## config.mk

```make
export PLATFORM = sky130hd
export DESIGN_NAME = fetch_unit
export DESIGN_NICKNAME = d
export VERILOG_FILES = /design/src/rtl/fetch_unit.sv
export SDC_FILE = /design/constraint.sdc
export NUM_CORES = 1
export LEC_CHECK = 0
export CORE_ASPECT_RATIO = 0.6
export CORE_UTILIZATION = 60
export CTS_CLUSTER_DIAMETER = 80
export DETAILED_ROUTE_END_ITERATION = 6
export DONT_BUFFER_PORTS = 1
export GPL_TIMING_DRIVEN = 0
export PLACE_DENSITY = 0.82
export SETUP_SLACK_MARGIN = 0.15
export SLEW_MARGIN = 10
export SYNTH_ARGS = -nofsm -noshare
export SYNTH_HDL_FRONTEND = slang
export SYNTH_SLANG_ARGS = --single-unit
```

## constraint.sdc

```tcl
create_clock -name clk -period 12.5 [get_ports clk]
set_input_delay 2.5 -clock clk [delete_from_list [all_inputs] [get_ports clk]]
set_output_delay 2.5 -clock clk [all_outputs]
set_load 0.1 [all_outputs]
```

## src/rtl/fetch_unit.sv

```systemverilog
// Instruction fetch: PC register, combinational imem read, 2-entry fetch FIFO to decode (1-cycle fetch-to-decode).
// Backpressure: fetch stops while the FIFO is full and not draining; br/jmp redirect the PC and flush the FIFO.
module fetch_unit #(
   parameter logic [31:0] RESET_PC = 32'h0000_3000,
   parameter int          CNT_W    = 16
) (
   input  logic             clk,
   input  logic             rst,
   input  logic             br,
   input  logic [31:0]      br_target,
   input  logic             jmp,
   input  logic [31:0]      jmp_target,
   output logic [31:0]      imem_addr,
   input  logic [31:0]      imem_data,
   output logic [31:0]      inst,
   output logic [31:0]      inst_pc,
   output logic             inst_valid,
   input  logic             inst_ready,
   output logic             flush_id,
   output logic             flush_ex,
   output logic [CNT_W-1:0] redirect_cnt
);

   logic [31:0]      pc_q, pc_d;
   logic [31:0]      dat_q [2];
   logic [31:0]      dat_d [2];
   logic [31:0]      epc_q [2];
   logic [31:0]      epc_d [2];
   logic             wr_ptr_q, wr_ptr_d;
   logic             rd_ptr_q, rd_ptr_d;
   logic [1:0]       occ_q, occ_d;
   logic [CNT_W-1:0] cnt_q, cnt_d;
   logic             redirect, full, pop, fetch_en;

   assign redirect     = br | jmp;
   assign full         = (occ_q == 2'd2);
   assign inst_valid   = (occ_q != 2'd0);
   assign pop          = inst_valid & inst_ready & ~redirect;
   assign fetch_en     = (~full | pop) & ~redirect;
   assign imem_addr    = pc_q;
   assign inst         = dat_q[rd_ptr_q];
   assign inst_pc      = epc_q[rd_ptr_q];
   assign flush_id     = redirect;
   assign flush_ex     = br;
   assign redirect_cnt = cnt_q;

   always_comb begin
      pc_d     = pc_q;
      dat_d    = dat_q;
      epc_d    = epc_q;
      wr_ptr_d = wr_ptr_q;
      rd_ptr_d = rd_ptr_q;
      occ_d    = occ_q;
      cnt_d    = cnt_q;

      if (redirect) begin
         // br is the older instruction (EX), so it beats a jump resolved in ID
         pc_d     = br ? {br_target[31:2], 2'b00} : {jmp_target[31:2], 2'b00};
         occ_d    = 2'd0;
         wr_ptr_d = 1'b0;
         rd_ptr_d = 1'b0;
      end else begin
         if (fetch_en) begin
            dat_d[wr_ptr_q] = imem_data;
            epc_d[wr_ptr_q] = pc_q;
            wr_ptr_d        = ~wr_ptr_q;
            pc_d            = pc_q + 32'd4;
         end
         if (pop) begin
            rd_ptr_d = ~rd_ptr_q;
         end
         occ_d = occ_q + 2'(fetch_en) - 2'(pop);
      end

      if (redirect && (cnt_q != {CNT_W{1'b1}})) begin
         cnt_d = cnt_q + CNT_W'(1);
      end
   end

   always_ff @(posedge clk or posedge rst) begin
      if (rst) begin
         pc_q     <= RESET_PC;
         dat_q[0] <= '0;
         dat_q[1] <= '0;
         epc_q[0] <= '0;
         epc_q[1] <= '0;
         wr_ptr_q <= 1'b0;
         rd_ptr_q <= 1'b0;
         occ_q    <= 2'd0;
         cnt_q    <= '0;
      end else begin
         pc_q     <= pc_d;
         dat_q    <= dat_d;
         epc_q    <= epc_d;
         wr_ptr_q <= wr_ptr_d;
         rd_ptr_q <= rd_ptr_d;
         occ_q    <= occ_d;
         cnt_q    <= cnt_d;
      end
   end

endmodule

```

### Word level (Yosys, flattened, before mapping)

Cells that the tools add are included.

* bits in read-only memories: 0
* word-level logic and storage cells: 53
* RAM bits: 0
* memories kept: 0
* output and inout bits: 115
* latch bits: 0
* flip-flop bits (word level): 180

* multiply operators: 0
* shift operators: 0
* divide/modulo/power cells: 0
* bitwise gates (word level): 11
* add/sub/neg operators: 4
* magnitude comparators: 3
* eq/ne operators: 2
* muxes and demuxes: 18
* reductions and logical operators: 6

Operators by type and width (number)
* $mux 32: 10
* $bwmux 64: 2
* $add 32x3->32 const B: 1
* $demux 32 s1: 1
* $add 16x1->16 const B: 1
* $ne 16x16->1 const B: 1
* $reduce_bool 2->1: 3
* $ge 2x2->1 const B: 2
* $mux 1: 4
* $not 1->1: 4
* $not 1->2: 2
* $and 1x1->1: 3
* $add 2x1->2: 1
* $eq 2x2->1 const B: 1
* $logic_and 1x1->1: 2
* $lt 2x1->1 const B: 1
* $mux 2: 1
* $or 1x1->1: 2
* $reduce_and 2->1: 1
* $sub 2x1->2: 1

### Logic depth before layout (Yosys ltp)

Gate-level depths: netlist of the first run.

* depth after elaboration: 8
* mapped depth: 11
* gate-level depth less buffers: 9

### Worst setup path after synthesis of the first run

Ideal clock, no wire load.

* kind: input to output
* start: input port br
* end: output port flush_id
* stages: 4
* data arrival time: 4032 ps
* slack: 5968 ps
* cell sequence: clkbuf_1 nor2_1 inv_1 clkbuf_1

* longest elaborated chain between the ends: 1

RTL lines
* start, declared: line 9 `input logic br,`
* $or 1x1->1: line 35 `assign redirect = br | jmp;`
* end, declared: line 19 `output logic flush_id,`

Every way passes these cells.

### Final worst setup path of the first run

Ends and elaborated chain as after synthesis.

==> metrics.txt, run 1 <==
total CTS buffers 17; worst hold path type flip-flop to flip-flop; vias in the first global route around 6200; slowest cell on the critical path clkbuf_2; synth-to-layout area growth 9.84%; fill count around 1000; Worst EP required 10000 ps; io pins 216; CP startpoint kind primary input; Met1 Routed Length a little over 9000 um; Synth Area per Inst ~12 um^2; Final Setup Violations 0; post-CTS setup buffers 0; placed cell count 918; Worst setup EP type output pin; Hold Buf Count CTS 0; WL/cell 23.2 um; EDFF count, synth 0; vias per cell 6.42; Leak slightly below 4 nW; switching share of power between 40% and 50%; Netlist cell types 65; Final Hold Slack 497 ps; Initial DRT Pass Iterations 5; Worst-Margin Slew 1280 ps; core area 13800 um^2; Setup TNS Final 0 ps; crit-path max cell delay 550 ps; FF/Latch Area 4360 um^2; Cell Count, Final, Fillers Out 949; Int Pwr 1.10 mW; Hold Vio Cnt, Final 0; via count ~6100; Pwr Density between 200 and 250 nW/um^2; root buf cell clkbuf_16; CTS tree built; Arrival @ worst endpoint 3920 ps; RSZ-0062 raised after global routing no; CP Max Fanout 10; largest net degree at the start of global routing 117; design area about 9500 um^2; post-cts gate resize count 0; met3 WL 2370 um; Die Y 94.8 um; skew final approximately 13 ps; first-pass GRT wire length 34200 um; uppermost layer routed met4; Max Transition Viols Final 0; Period Utilization, post-route 51.4%; later-pin clock latency in the skew report about 420 ps; Comb power frac roughly 29%; initial antenna violation count 0; H-tree depth 4; MaxCap Viol Count 0; DR WL met2 9850 um; drt total wl 22000 um; FF+latch count, synth approximately 170; post-synthesis sequential area ratio 50.6%; PortBufs 0; Max Fclk around 0.16 GHz; gr usage total 30.9%; worst vdd ir 0.000149 V; crit path cell chain clkbuf_1, nor2_1, inv_1, clkbuf_2; # DRC 0; area of the die 14900 um^2; # rows 33; CTS max path bufs 2; Yosys warning total 0; Initial DRC Count 606; cells after synthesis 722; status complete, no violations; Placed Area just under 9000 um^2; CP top delay family buffers and inverters; Chip Width 157 um; total global routing overflow 0; antenna viol nets, final 0; diode count 0; Layout Utilization 68.4%; CTS clock-pin slew for the worst setup and hold paths about 70 ps; layout cell share with drive strength beyond 1 35.0%; Synth Flop Type dfrtp_1; kind of critical path primary input to output pin; WP buf/inv 3; clock power share 25.1%; footprint of the multi-input gates 3980 um^2; relative slew slack 14.8%; power share of the sequential group roughly 46%; Post-Syn Area 8620 um^2; Post-DP HPWL around 16000 um; Synth async-reset ratio 100%; CTS sink cnt 174; switching pwr 0.935 mW; Initial Util around 62%; GPL Wtd Cong between 0.9 and 1; Tmin final 6420 ps; final net count 850
-- flip-flops by register name (all words and copies together), names as in the netlist --
register and cells:
dat_q 64, epc_q 60, imem_addr 30, redirect_cnt 16, occ_q 2, rd_ptr_q 1
wr_ptr_q 1
-- tightest hold or removal path, stage by stage (launching register included) --
cell,delay (ps)
dfrtp_1,350
nand2_1,50
o21ai_0,60
-- cells in the final DEF, fill, tap and decap left out, types with 3 or more instances in the layout --
master	netlist	routed
mux2_2	187	187
dfrtp_1	172	172
nand2_1	50	50
nor2_1	37	37
o21ai_0	29	29
a21oi_1	25	25
nand3_1	23	23
xnor2_1	19	19
clkbuf_1	17	18
nand4_1	17	17
clkbuf_16	0	17
buf_2	13	13
xor2_1	11	11
and3_1	11	11
inv_1	8	7
buf_4	7	7
nor3_1	6	6
a31oi_1	6	6
a211oi_1	5	5
and2_1	5	5
inv_6	0	5
o31ai_1	4	4
o2bb2ai_1	4	4
nor2b_1	4	4
and4_1	4	4
clkbuf_8	4	4
ha_1	4	4
conb_1	1	4
clkinv_4	0	4
nor4_1	3	3
o21a_1	3	3
-- per-layer routing --
layer,track usage [%],vias to the layer above
met4,10.4,0
met2,45.6,325
met1,42.1,3082
li1,-,2637
met5,0,-
met3,11.4,46
-- path summary, 6_finish.rpt --
| check | start | end | slack, ps | cells after the start |
|---|---|---|---|---|
| max in group asynchronous | rst | dat_q[53] | 9620 | 2 |
| min reg2reg | epc_q[19] | epc_q[19] | 500 | 2 |
| min in group asynchronous | rst | dat_q[5] | 1950 | 1 |
| max | br | flush_id | 6080 | 4 |
| min | epc_q[19] | epc_q[19] | 500 | 2 |
| max reg2reg | imem_addr[13] | imem_addr[29] | 9290 | 6 |
-- cells by family after synthesis --
kind of cell,count (synthesis),synth area share (%)
multiplexers,188,24.6
AO/OA/AOI/OAI,90,6.53
flip-flops,174,50.6
other,1,0.0435
adder cells (fa/ha/maj),4,0.581
XOR/XNOR,30,3.05
AND/OR/NAND/NOR,182,11.3
buffers and inverters,53,3.37
-- cells in the mapped netlist, types with 2 or more instances --
library cell | count | area (um^2)
clkbuf_1 | 17 | 63.8
a31oi_1 | 6 | 37.5
buf_1 | 2 | 7.51
nor4_2 | 2 | 25.0
xor2_1 | 11 | 96.3
and4_1 | 4 | 35.0
nor4_1 | 3 | 18.8
nor3_1 | 6 | 30.0
dfrtp_1 | 172 | 4300
nor2b_1 | 4 | 25.0
nand2_1 | 50 | 188
mux2_2 | 187 | 2110
o21a_1 | 3 | 22.5
dfstp_2 | 2 | 52.6
a2bb2oi_1 | 2 | 17.5
buf_4 | 7 | 52.6
and3_1 | 11 | 68.8
nand4_1 | 17 | 106
xnor2_1 | 19 | 166
and2_1 | 5 | 31.3
nor2_1 | 37 | 139
ha_1 | 4 | 50.1
nor3b_1 | 2 | 15.0
a211oi_1 | 5 | 37.5
buf_2 | 13 | 65.1
o2bb2ai_1 | 4 | 35.0
nand3_1 | 23 | 115
inv_1 | 8 | 30.0
o31ai_1 | 4 | 30.0
clkbuf_8 | 4 | 55.1
o21ai_0 | 29 | 145
a21oi_1 | 25 | 125
and4_2 | 2 | 20.0
-- layout make-up --
| cell class | count | share of cell area (%) |
|---|---|---|
| flip-flops and latches | 174 | 46.0 |
| multi-input cells | 498 | 42.1 |
| clock buffers | 19 | 4.57 |
| plain buffers | 45 | 2.76 |
| well taps | 192 | 2.54 |
| clock inverters | 12 | 1.35 |
| inverters | 8 | 0.397 |
| repair buffers | 1 | 0.291 |
-- stage by stage --
step / total power, mW / setup WS [ps]
final: 2.03 / 6080
after global routing: 2.11 / 6020
after CTS: 2.04 / 6120
after detailed placement: 1.53 / 6120
after global placement: 1.50 / 3970
after floorplan: 1.45 / 5290
-- power groups by stage --
stage	clock network [mW]	logic, mW	registers (mW)
2_1_floorplan	0	0.534	0.915
3_3_place_gp	0	0.566	0.936
3_5_place_dp	0	0.581	0.949
4_1_cts	0.517	0.583	0.939
5_1_grt	0.542	0.607	0.956
6_report	0.511	0.582	0.941
Power figures use the tool's default switching activity.
==> run 2: changes to the inputs <==
Settings changed: CORE_UTILIZATION 60 to 58.
Clock period 12.5 ns to 5.65 ns, I/O delays scaled along.
==> run 2 against run 1 <==
  * Global-route usage shrank 1.6 points
  * Die area is 3.4% higher
  * Clock power rose by 130%
  * Wire length is 1.1% higher
  * Count of clock-buffer cells in the layout stayed put
  * First-iteration DRC count decreased by 24%
  * Worst setup slack lost 4100 ps
  * Clock skew increased by 0.54 ps
  * Non-clock buffer count grew 3
  * Flip-flop and latch count unchanged
  * Cell count up 1.1%
  * Hold slack worse by 14 ps
  * Critical endpoint unchanged
==> metrics.txt, run 2 (same netlist as run 1, synthesis figures left out) <==
status complete, no violations; Worst setup EP type output pin; Pwr Density 477 nW/um^2 (+120%); Worst-Margin Slew 1250 ps (-24.9 ps); later-pin clock latency in the skew report 420 ps (about the same); antenna viol nets, final 0 (unchanged); Cell Count, Final, Fillers Out 959 (+1.1%); # DRC 0 (unchanged); Tmin final 3660 ps; design area 9550 um^2 (+0.89%); max reg flops 64 (unchanged); Reg with most FFs dat_q; CTS tree built; PortBufs 0 (unchanged); WL/cell 23.2 um (about the same); CP Max Fanout 10 (unchanged); Max Fclk 0.274 GHz; worst vdd ir 0.000394 V (+160%); vias in the first global route 6116 (-1.8%); Die Y 96.4 um (+1.7%); Leak 4.00 nW (+0.77%); vias per cell 6.38 (-0.60%); core area 14500 um^2 (+4.9%); area of the die 15400 um^2 (+3.4%); Arrival @ worst endpoint 2530 ps (-1390 ps); met2 Use GR 43.9% (-1.8 points); final net count 853 (+0.35%); post-cts gate resize count 0 (unchanged); Max Transition Viols Final 0 (unchanged); H-tree depth 4 (unchanged); placed cell count 927 (+0.98%); layout cell share with drive strength beyond 1 35.3% (+0.34 points); via count 6117 (+0.44%); post-CTS setup buffers 0 (unchanged); flop2flop setup slack 2440 ps (-6850 ps); worst slack, placed 1890 ps (-4230 ps); CTS max path bufs 2 (unchanged); RSZ-0062 raised after global routing no; # rows 34 (+3.0%); GPL Wtd Cong 0.926 (-0.12%); Initial DRT Pass Iterations 5 (unchanged); CTS sink cnt 174 (unchanged); CP startpoint kind primary input; Final WS setup 1990 ps (-4080 ps); root buf cell clkbuf_16; largest net degree at the start of global routing 43 (-63%); most used routing layer met2; MaxCap Viol Count 0 (unchanged); met3 usage 8.15% (-3.2 points); drt total wl 22200 um (+1.1%); worst hold path type flip-flop to flip-flop; Chip Width 159 um (+1.7%); kind of critical path primary input to output pin; Final Setup Violations 0 (unchanged); Placed Area 8960 um^2 (+0.63%); Period Utilization, post-route 64.7%; Initial Util 59.4% (-2.9 points); commonest non-fill, non-tap cell in the layout mux2_2; Hold Buf Count CTS 0 (unchanged); relative slew slack 16.5% (+1.7 points); CTS clock-pin slew for the worst setup and hold paths 60 ps (about the same); most frequent cells in the layout 187 x mux2_2, 172 x dfrtp_1, 50 x nand2_1; gr usage total 29.3% (-1.6 points); first-pass GRT wire length 33900 um (-0.71%); diode count 0 (unchanged); Post-DP HPWL 16700 um (+2.8%); Hold Vio Cnt, Final 0 (unchanged); met1 Use GR 41.0% (-1.1 points); total CTS buffers 17 (unchanged); Setup TNS Final 0 ps (unchanged); io pins 216 (unchanged); Tot Pwr 4.56 mW (+120%); total global routing overflow 0 (unchanged); synth-to-layout area growth 10.8%; initial antenna violation count 0 (unchanged); Worst EP required 4520 ps (-5480 ps); skew final 13.8 ps (+0.544 ps); Initial DRC Count 462 (-24%)
-- run 2: changes by cell type in the layout (fill, tap and decap cells not counted), sizes merged --
cell	change
inv	-1
bufinv	+1
buf	+3
clkinvlp	+2
clkinv	-1
-- run 2: critical path, stage by stage --
cell	delay (ps)
clkbuf_1	180
nor2_1	420
inv_1	250
clkbuf_2	540
-- run 2: area by class of cell --
type | instances | area, um^2
Timing Repair Buffer | 4 | 80.1
Sequential cell | 174 | 4360
Tap cell | 198 | 248
Clock inverter | 13 | 155
Clock buffer | 19 | 433
Multi-Input combinational cell | 498 | 3980
Inverter | 8 | 33.8
Buffer | 45 | 262
Fill cell | 1048 | 4960
-- run 2: path summary, 6_finish.rpt --
check	end	from	depth (start not counted)
worst min register to register	epc_q[19]	epc_q[19]	2
worst max-delay path	flush_id	br	4
max in group asynchronous	imem_addr[2]	rst	4
worst min-delay path	epc_q[19]	epc_q[19]	2
worst max register to register	imem_addr[21]	imem_addr[10]	5
min in group asynchronous	epc_q[44]	rst	1
-- run 2: routing by layer --
layer  routed length, um  part of all wire [%]
met2                9880                    44
met3                1850                   8.3
met1               10100                    45
met5                   0                     0
met4                 434                   2.0
-- run 2: power breakdown --
group	switching, mW	internal (mW)
combinational	0.969	0.326
clock	0.516	0.665
sequential	0.589	1.49
total	2.07	2.48
-- run 2: through the flow --
step | util, % | hold slack, ps
detailed placement | 61.8 | 466
global placement | 61.2 | 461
CTS | 65.8 | 483
global route | 65.8 | 515
floorplan | - | 444
finish | 65.8 | 484
==> run 3: changes to the inputs <==
Settings changed: ABC_AREA set to 1.
Clock period 5.65 ns to 3.2 ns, I/O delays scaled along.
==> run 3 against run 2 <==
  * Wire length is 19% higher
  * Register-to-register slack lost 2200 ps
  * Synthesized area up 4.4%
  * Critical path depth is 1 higher
  * Final area rose by 6.8%
  * Clock skew increased by 2.6 ps
  * Worst setup slack worse by 1700 ps
  * Highest routed layer unchanged
  * Synthesized cell count rose by 69%
  * Cell count grew 52%
==> metrics.txt, run 3 <==
Synth Area in Adders 0.556% (-0.024 points); Yosys warning total 0 (unchanged); antenna viol nets, final 0 (unchanged); via count 8354 (+37%); Synth Area in Compound Gates 13.2% (+6.6 points); power share of the sequential group 46.5% (+0.9 points); Chip Width 163 um (+2.1%); worst reg2reg path depth 9 (+4); Reg with most FFs dat_q; # DRC 0 (unchanged); worst vdd ir 0.000442 V (+12%); total global routing overflow 0 (unchanged); slowest cell on the critical path clkbuf_1; commonest non-fill, non-tap cell in the layout nand2_1; fill count 1262 (+20%); Placed Area 9340 um^2 (+4.2%); Die Y 98.5 um (+2.1%); synth top area cells dfrtp_1 48%, nand2_1 19%, o21ai_1 6.0%; H-tree depth 4 (unchanged); design area 10200 um^2 (+6.8%); Setup crit end inst_pc[15]; Post-Syn Area 8990 um^2 (+4.4%); placed cell count 1425 (+54%); drt total wl 26500 um (+19%); status complete, no violations; post-synthesis sequential area ratio 48.4% (-2.1 points); initial antenna violation count 0 (unchanged); Setup TNS Final 0 ps (unchanged); Hold Buf Count CTS 0 (unchanged); reg2reg end wr_ptr_q; Cell Count, Final, Fillers Out 1456 (+52%); Initial DRC Count 1066 (+130%); Comb power frac 27.9% (-0.5 points); Period Utilization, post-route approximately nine tenths; RSZ-0062 raised after global routing no; crit path cell chain clkbuf_1, inv_2, clkbuf_1, nand2_1, nand2_4; Initial DRT Pass Iterations 6 (+1); Post-Synth Simple-Gate Area 27.3% (+16 points); count leader, synth nand2_1; most frequent cells in the layout 388 x nand2_1, 169 x dfrtp_1, 113 x inv_1; layout cell share with drive strength beyond 1 11.6% (-24 points); Pwr Density 763 nW/um^2 (+60%); CTS sink cnt 174 (unchanged); largest net degree at the start of global routing 39 (-9.3%); FF+latch count, synth 174 (unchanged); flop2flop setup slack 280 ps (-2160 ps); area of the die 16000 um^2 (+4.3%); XOR/XNOR Fraction of Synth Area 1.56% (-1.5 points); final net count 1351 (+58%); switching share of power 47.5% (+2.0 points); kind of critical path flip-flop to output pin; MaxCap Viol Count 0 (unchanged); Leak 4.98 nW (+24%); total CTS buffers 17 (unchanged); CP top delay family buffers and inverters; Post-DP HPWL 19500 um (+17%); CTS clock-pin slew for the worst setup and hold paths 70 ps (about the same); area share of the largest cell type after synthesis 47.9% (-2.1 points); CTS max path bufs 2 (unchanged); multiplexer share of the synthesized area 0% (-25 points); R2R Path Start occ_q[1]; WL/cell 18.2 um (-22%); Synth Area per Inst 7.37 um^2 (-38%); Worst-Margin Slew 1170 ps (-84.9 ps); Critical Path Stages 5 (+1); Layout Utilization 68.9% (+3.1 points); gr usage total 33.5% (+4.2 points); io pins 216 (unchanged); Synth Flop Type dfrtp_1; Final Setup Violations 0 (unchanged); synth-to-layout area growth 13.4%; CTS tree built; Max Transition Viols Final 0 (unchanged); Initial Util 60.8% (+1.3 points); core area 14800 um^2 (+2.1%); EDFF count, synth 0 (unchanged); Synth async-reset ratio 100% (unchanged); Arrival @ worst endpoint 2280 ps (-250 ps); Worst setup EP type output pin; WP buf/inv 3 (unchanged); area leader, netlist dfrtp_1; root buf cell clkbuf_16; vias per cell 5.74 (-10%); worst hold path type primary input to asynchronous set/reset pin; Final WS setup 278 ps (-1720 ps); PortBufs 0 (unchanged); Int Pwr 4.09 mW (+65%); worst slack, placed 164 ps (-1730 ps); # rows 34 (unchanged); CP dominant cell by count clkbuf_1; largest family of logic cells by synthesized area simple AND/OR/NAND/NOR gates; Tmin final 2920 ps; clock power share 25.5% (-0.4 points); relative slew slack 22.1% (+5.7 points); vias in the first global route 7819 (+28%); crit-path max cell delay 450 ps (-90 ps); later-pin clock latency in the skew report 420 ps (about the same); Max Fclk 0.342 GHz; switching pwr 3.70 mW (+78%); first-pass GRT wire length 41200 um (+21%); max reg flops 64 (unchanged); crit path launch rd_ptr_q; CP Max Fanout 10 (unchanged); Worst EP required 2560 ps (-1960 ps); skew final 16.4 ps (+2.63 ps); Netlist cell types 37 (-43%); CP startpoint kind flip-flop; Synth top cells by count 449 x nand2_1, 172 x dfrtp_1, 114 x inv_1, 107 x o21ai_1, 101 x nor2_1; diode count 0 (unchanged); cells after synthesis 1220 (+69%); Hold Vio Cnt, Final 0 (unchanged); GPL Wtd Cong 1.00 (+8.3%)
run 3: logic make-up (layout without fill, tap and decap cells):
family	after synthesis	count (layout)
XOR/XNOR	16	16
adder cells (fa/ha/maj)	4	4
other	1	4
buffers and inverters	181	216
AO/OA/AOI/OAI	224	224
AND/OR/NAND/NOR	620	620
flip-flops	174	174
run 3: worst reg2reg max path, stage by stage (launching register included):
cell and delay, ps:
dfrtp_1 390, inv_1 70, nand2_1 560, nand2_1 510
o21ai_4 150, nand2_4 120, clkinv_2 130, nand2_4 150
clkbuf_1 470, o21ai_0 190
run 3: worst min path at each step:
stage / slack (ps) / to / cells after the start
after global placement: 470 / dat_q[60] / 2
after detailed placement: 470 / dat_q[59] / 2
after floorplan: 450 / dat_q[27] / 2
after CTS: 240 / redirect_cnt[11] / 1
after global routing: 250 / redirect_cnt[9] / 1
final: 220 / redirect_cnt[11] / 1
run 3: metal layers:
| metal | vias to the layer above | part of all wire (%) | global-route usage [%] | routed length [um] |
|---|---|---|---|---|
| li1 | 3887 | - | - | - |
| met1 | 3954 | 44 | 49.7 | 11600 |
| met2 | 492 | 42 | 47.6 | 11200 |
| met3 | 21 | 13 | 11.7 | 3490 |
| met4 | 0 | 0.77 | 6.25 | 204 |
| met5 | - | 0 | 0 | 0 |
run 3: layout make-up:
class,instances,area (um^2),share of cell area [%]
inverters,117,447,4.38
clock inverters,14,133,1.30
clock buffers,17,425,4.17
well taps,198,248,2.43
multi-input cells,868,4130,40.5
repair buffers,4,80.1,0.785
flip-flops and latches,174,4360,42.8
plain buffers,64,372,3.64
run 3: repair_timing:
action	in CTS	in global routing
setup buffers	0	0
cloned	0	0
resized for setup	61	41
pin swaps	0	0
setup endpoints to repair	61	71
run 3: stage by stage:
step / power [mW] / hold slack [ps]
floorplan: 5.38 / 453
CTS: 7.73 / 236
global route: 8.10 / 252
detailed placement: 5.71 / 469
global placement: 5.64 / 466
finish: 7.79 / 220
run 3: power groups by stage:
stage | clock network [mW] | logic, mW | registers (mW)
after detailed placement | 0 | 2.07 | 3.64
after CTS | 2.00 | 2.13 | 3.61
final | 1.99 | 2.17 | 3.62
after global placement | 0 | 2.01 | 3.62
after global routing | 2.10 | 2.32 | 3.67
after floorplan | 0 | 1.83 | 3.55
